--- config.mk ---
export PLATFORM = sky130hd
export DESIGN_NAME = maxnet_result_collector
export DESIGN_NICKNAME = d
export VERILOG_FILES = /design/src/rtl/maxnet_result_collector.sv
export SDC_FILE = /design/constraint.sdc
export NUM_CORES = 1
export LEC_CHECK = 0
export CAP_MARGIN = 20
export CORE_MARGIN = 5
export CORE_UTILIZATION = 51
export CTS_CLUSTER_SIZE = 10
export DETAILED_ROUTE_END_ITERATION = 8
export GPL_TIMING_DRIVEN = 0
export PLACE_DENSITY = 0.78
export SLEW_MARGIN = 20
export SYNTH_ARGS = -nofsm -noshare
export SYNTH_HDL_FRONTEND = slang
export SYNTH_SLANG_ARGS = --single-unit
--- constraint.sdc ---
create_clock -name clk -period 16.2 [get_ports clk]
set_clock_uncertainty 0.2 [all_clocks]
set_input_delay 2.43 -clock clk [delete_from_list [all_inputs] [get_ports clk]]
set_output_delay 2.43 -clock clk [all_outputs]
set_load 0.02 [all_outputs]
--- src/rtl/maxnet_result_collector.sv ---
// maxnet_result_collector: snapshots MaxNet activations on done rising edge, scans for the winner, presents it via valid/ready.
// Optional sticky overrun output when MAXNET_OVERRUN_FLAG_EN is defined.
module maxnet_result_collector #(
    parameter int N  = 4,
    parameter int W  = 32,
    parameter int IW = $clog2(N)
) (
    input  logic           clk,
    input  logic           rst,
    input  logic           done,
    input  logic [N*W-1:0] act_bus,
    input  logic           res_ready,
    output logic           res_valid,
    output logic [IW-1:0]  res_index,
    output logic [W-1:0]   res_value,
    output logic           res_none,
    output logic           res_multi,
`ifdef MAXNET_OVERRUN_FLAG_EN
    output logic           overrun,
`endif
    output logic           busy
);
    localparam logic [1:0] S_WAIT    = 2'd0;
    localparam logic [1:0] S_SCAN    = 2'd1;
    localparam logic [1:0] S_PRESENT = 2'd2;

    logic [1:0]     state_q, state_d;
    logic           done_prev_q, done_prev_d;
    logic [N*W-1:0] snap_q, snap_d;
    logic [IW-1:0]  idx_q, idx_d;
    logic [1:0]     pos_cnt_q, pos_cnt_d;
    logic [IW-1:0]  win_idx_q, win_idx_d;
    logic [W-1:0]   win_val_q, win_val_d;
    logic           res_valid_q, res_valid_d;
    logic [IW-1:0]  res_index_q, res_index_d;
    logic [W-1:0]   res_value_q, res_value_d;
    logic           res_none_q, res_none_d;
    logic           res_multi_q, res_multi_d;
    logic           ev;
    logic [W-1:0]   cur;
    logic           pos;
`ifdef MAXNET_OVERRUN_FLAG_EN
    logic           overrun_q, overrun_d;
`endif

    always_comb begin
        ev          = done && !done_prev_q;
        cur         = snap_q[idx_q*W +: W];
        pos         = !cur[W-1] && (cur != '0);
        done_prev_d = done;
        state_d     = state_q;
        snap_d      = snap_q;
        idx_d       = idx_q;
        pos_cnt_d   = pos_cnt_q;
        win_idx_d   = win_idx_q;
        win_val_d   = win_val_q;
        res_valid_d = res_valid_q;
        res_index_d = res_index_q;
        res_value_d = res_value_q;
        res_none_d  = res_none_q;
        res_multi_d = res_multi_q;
        if (state_q == S_WAIT && ev) begin
            snap_d    = act_bus;
            idx_d     = '0;
            pos_cnt_d = '0;
            win_idx_d = '0;
            win_val_d = '0;
            state_d   = S_SCAN;
        end
        if (state_q == S_SCAN) begin
            // the first positive entry wins; later ones only bump the saturating count
            win_idx_d = (pos && pos_cnt_q == 2'd0) ? idx_q : win_idx_q;
            win_val_d = (pos && pos_cnt_q == 2'd0) ? cur : win_val_q;
            pos_cnt_d = (pos && pos_cnt_q != 2'd2) ? pos_cnt_q + 2'd1 : pos_cnt_q;
            idx_d     = idx_q + IW'(1);
            if (idx_q == IW'(N - 1)) begin
                state_d     = S_PRESENT;
                res_index_d = win_idx_d;
                res_value_d = win_val_d;
                res_none_d  = pos_cnt_d == 2'd0;
                res_multi_d = pos_cnt_d == 2'd2;
            end
        end
        if (state_q == S_PRESENT) begin
            res_valid_d = !(res_valid_q && res_ready);
            state_d     = (res_valid_q && res_ready) ? S_WAIT : S_PRESENT;
        end
`ifdef MAXNET_OVERRUN_FLAG_EN
        overrun_d = ev ? (state_q != S_WAIT) : overrun_q;
`endif
    end

    always_ff @(posedge clk or posedge rst) begin
        if (rst) begin
            state_q     <= S_WAIT;
            done_prev_q <= 1'b1;
            snap_q      <= '0;
            idx_q       <= '0;
            pos_cnt_q   <= '0;
            win_idx_q   <= '0;
            win_val_q   <= '0;
            res_valid_q <= 1'b0;
            res_index_q <= '0;
            res_value_q <= '0;
            res_none_q  <= 1'b0;
            res_multi_q <= 1'b0;
`ifdef MAXNET_OVERRUN_FLAG_EN
            overrun_q   <= 1'b0;
`endif
        end else begin
            state_q     <= state_d;
            done_prev_q <= done_prev_d;
            snap_q      <= snap_d;
            idx_q       <= idx_d;
            pos_cnt_q   <= pos_cnt_d;
            win_idx_q   <= win_idx_d;
            win_val_q   <= win_val_d;
            res_valid_q <= res_valid_d;
            res_index_q <= res_index_d;
            res_value_q <= res_value_d;
            res_none_q  <= res_none_d;
            res_multi_q <= res_multi_d;
`ifdef MAXNET_OVERRUN_FLAG_EN
            overrun_q   <= overrun_d;
`endif
        end
    end

    assign res_valid = res_valid_q;
    assign res_index = res_index_q;
    assign res_value = res_value_q;
    assign res_none  = res_none_q;
    assign res_multi = res_multi_q;
    assign busy      = state_q != S_WAIT;
`ifdef MAXNET_OVERRUN_FLAG_EN
    assign overrun   = overrun_q;
`endif
endmodule

==> results.toml <==
[setup_path]
cp.required_ns = 16.39
reg2reg_from = "idx_q[1]$_DFFE_PP0P_"
critPathMostFrequentCell = "clkbuf_1"
worst_setup_path_end_kind = "flop"
slowest_stage = "clkbuf_1"
crit_path_cell_trace = "clkdlybuf4s50_1 -> nor3b_1 -> clkbuf_1 -> clkbuf_1 -> mux2_2"
path_delay_family = "buffers and inverters"
startpoint_type = "input port"
path_max_fanout = 10
worst-path-buf-inv = 3
critPathArrivalTime_ns = 5.05
slowest_delay_ns = 0.65
crit_type = "in -> reg"
startpoint = "done"

[placed_design]
place_congestion = 0.887
io_buffers = 169
dp_slack_ns = 10.92
post-dp-hpwl_mm = 17.0

[timing]
tns_ns = 0
hold_viol = 0
setup_viol = 0
max_freq_ghz = 0.205
worst_pin_slew_ns = 0.799
fin_crit_ns = 4.87
layout_setup_ws_ns = 11.33
slew_viol_final = 0
post-route-period-util_pct = 30.0
slew-limit-headroom_pct = 46.7
hold_ws_ns = 0.280
rsz0062_at_grt = "false"

[floorplanning]
ioPinCount = 170
initial_core_util_pct = 52.0
fp.dieW_um = 143
die_area_mm2 = 0.0204
core_area_mm2 = 0.0173
rows = 48
fp.dieH_um = 143

[clock_tree]
cts_buffers = 24
insertion_delay_ns = 0.51
clk_pin_slew_worst_paths_ns = 0.05
hold_buffers = 0
postCtsSetupBuffers = 0
cts_tree = "yes"
cts_sinks = 206
cts_max_path_buffers = 3
htree_num_levels = 1
cts_resized = 0
cts_root_buf = "clkbuf_16"

[synth]
ys_seq_area_share_pct = 57.3
synth_cells = 633
synthesis.area_mm2 = 0.00899
synth-seq-cells = 206
syn-num-nets = 768
syn_area_per_cell_um2 = 14.2
yosys_warnings = 0
synth.distinct_cells = 33

[hold_path]
hp-start = "res_value[20]$_DFFE_PP0P_"
hold_class = "reg -> reg"

[routing]
wl_per_cell_um = 21.8
drt-initial-drc-count = 386
top_layer_used = "met4"
wl_met3_mm = 1.55
drt-met1-wl_mm = 9.79
dr_total_vias = 6112
routed_wl_mm = 23.2
drt.antenna.violating_nets = 0
drc = 0
first_pass_iters = 5
wl_met2_mm = 11.3
post_drt_via_cell_ratio = 5.76

[finish]
nNetsFinal = 964
utilization_pct = 67.4
fill_cells = 1206
synthToLayoutAreaGrowth_pct = 29.6
antenna_cells = 0
drive_above_1_share_pct = 24.8

[global_route]
antenna_found_initial = 0
grt_max_degree = 113
grtUsageTotal_pct = 23.0
grt_pass1_vias = 6474
grt_remaining_overflow = 0
grt_pass1_wl_mm = 36.4

[power_and_ir_drop]
powerDensity_mw_per_mm2 = 204
p_int_mw = 1.54
seqPwrFrac_pct = 37.3
power_frac_comb_pct = 43.0
p_total_mw = 2.38
p_leak_nw = 4.87
switching_share_pct = 35.0
p_sw_mw = 0.831
clockPowerShare_pct = 19.7
ir_drop_mv = 0.101

[status]
status = "completed"

[job]
maxCapViolCount = 0
==> worst register-to-register path: stages, from the launching register on <==
cell      delay [ns]
dfrtp_1         0.39
clkbuf_1        0.42
clkbuf_1        0.65
mux4_2          0.51
nor4_1          0.40
nand4_1         0.20
o21ai_2         0.40
nand2b_1        0.17
buf_4           0.18
buf_6           0.17
mux2_1          0.34
==> layout make-up <==
type | count | area, um^2 | share of cell area (%)
Inverter | 3 | 18.8 | 0.161
Clock inverter | 1 | 16.3 | 0.140
Buffer | 45 | 215 | 1.85
Sequential cell | 206 | 5160 | 44.2
Tap cell | 225 | 282 | 2.41
Multi-Input combinational cell | 379 | 3610 | 31.0
Timing Repair Buffer | 170 | 1720 | 14.7
Clock buffer | 32 | 641 | 5.49
==> stage by stage <==
step	instance area (um^2)	cells
floorplan	8990	633
global placement	11000	1027
detailed placement	11000	1028
CTS	11700	1061
global route	11700	1061
finish	11700	1061
==> path summary, 6_finish.rpt <==
check                                            endpoint  slack, ns  depth (start not counted)
worst max-delay path               snap_q[57]$_DFFE_PP0P_      11.33                          5
worst min-delay path            res_value[20]$_DFFE_PP0P_       0.28                          2
worst max register to register  win_val_q[28]$_DFFE_PP0P_      12.03                         10
worst min register to register  res_value[20]$_DFFE_PP0P_       0.28                          2
max in group asynchronous          snap_q[51]$_DFFE_PP0P_      12.65                          3
min in group asynchronous        win_val_q[6]$_DFFE_PP0P_       2.26                          2
==> Yosys cell counts, drive strengths merged <==
library cell	number	area, um^2
clkbuf	31	116
dfrtp	205	5130
or2	1	6.26
inv	3	11.3
nor2	7	26.3
nor3	1	5.00
a21oi	2	10.0
buf	14	98.8
nor4	8	50.1
a22oi	31	233
mux4	32	721
or3	1	6.26
o2bb2ai	1	8.76
nand4	2	12.5
nor3b	1	7.51
dfstp	1	26.3
nor4b	1	8.76
o21ai	40	204
mux2	162	1820
nand2	42	158
ha	3	37.5
a21o	1	7.51
and3b	1	8.76
mux2i	3	30.0
a211o	1	8.76
nand2b	2	12.5
nor2b	36	225
==> placed cells by master (no fill, tap or decap), types with 2 or more instances in the layout <==
master / instances
ha_1: 3
o21ai_0: 38
inv_1: 2
mux2_1: 29
dfrtp_1: 205
nand2_1: 42
a22oi_1: 31
nand4_1: 2
buf_2: 4
mux2i_1: 3
clkbuf_16: 24
buf_1: 3
mux2_2: 133
clkdlybuf4s50_1: 169
mux4_2: 32
a21oi_1: 2
buf_6: 4
clkbuf_1: 38
nor2_1: 7
nor4_1: 8
nand2b_1: 2
nor2b_1: 36
buf_4: 3
==> sequential cells by signal (all words and copies together) (netlist names) <==
register,cells
snap_q,128
res_value,32
win_val_q,32
idx_q,2
pos_cnt_q,2
res_index,2
state_q,2
win_idx_q,2
done_prev_q,1
res_multi,1
res_none,1
res_valid,1
==> power groups by stage <==
| stage | combinational [mW] | clock [mW] | sequential, mW |
|---|---|---|---|
| 2_1_floorplan | 0.660 | 0 | 0.886 |
| 3_3_place_gp | 0.986 | 0 | 0.872 |
| 3_5_place_dp | 1.01 | 0 | 0.891 |
| 4_1_cts | 1.02 | 0.474 | 0.883 |
| 5_1_grt | 1.10 | 0.493 | 0.910 |
| 6_report | 1.02 | 0.467 | 0.886 |
==> routing by layer <==
metal | vias up | track usage [%]
li1 | 2691 | -
met1 | 3155 | 32.1
met2 | 220 | 37.5
met3 | 46 | 4.32
met4 | 0 | 6.20
met5 | - | 0
==> cell families after synthesis <==
kind of cell	share of synthesized area [%]
flops	57.3
mux	28.6
simple gates	5.86
compound gates	5.24
buf+inv	2.52
fa+ha+maj	0.417
Note: power is estimated with default switching activity, not from simulation.
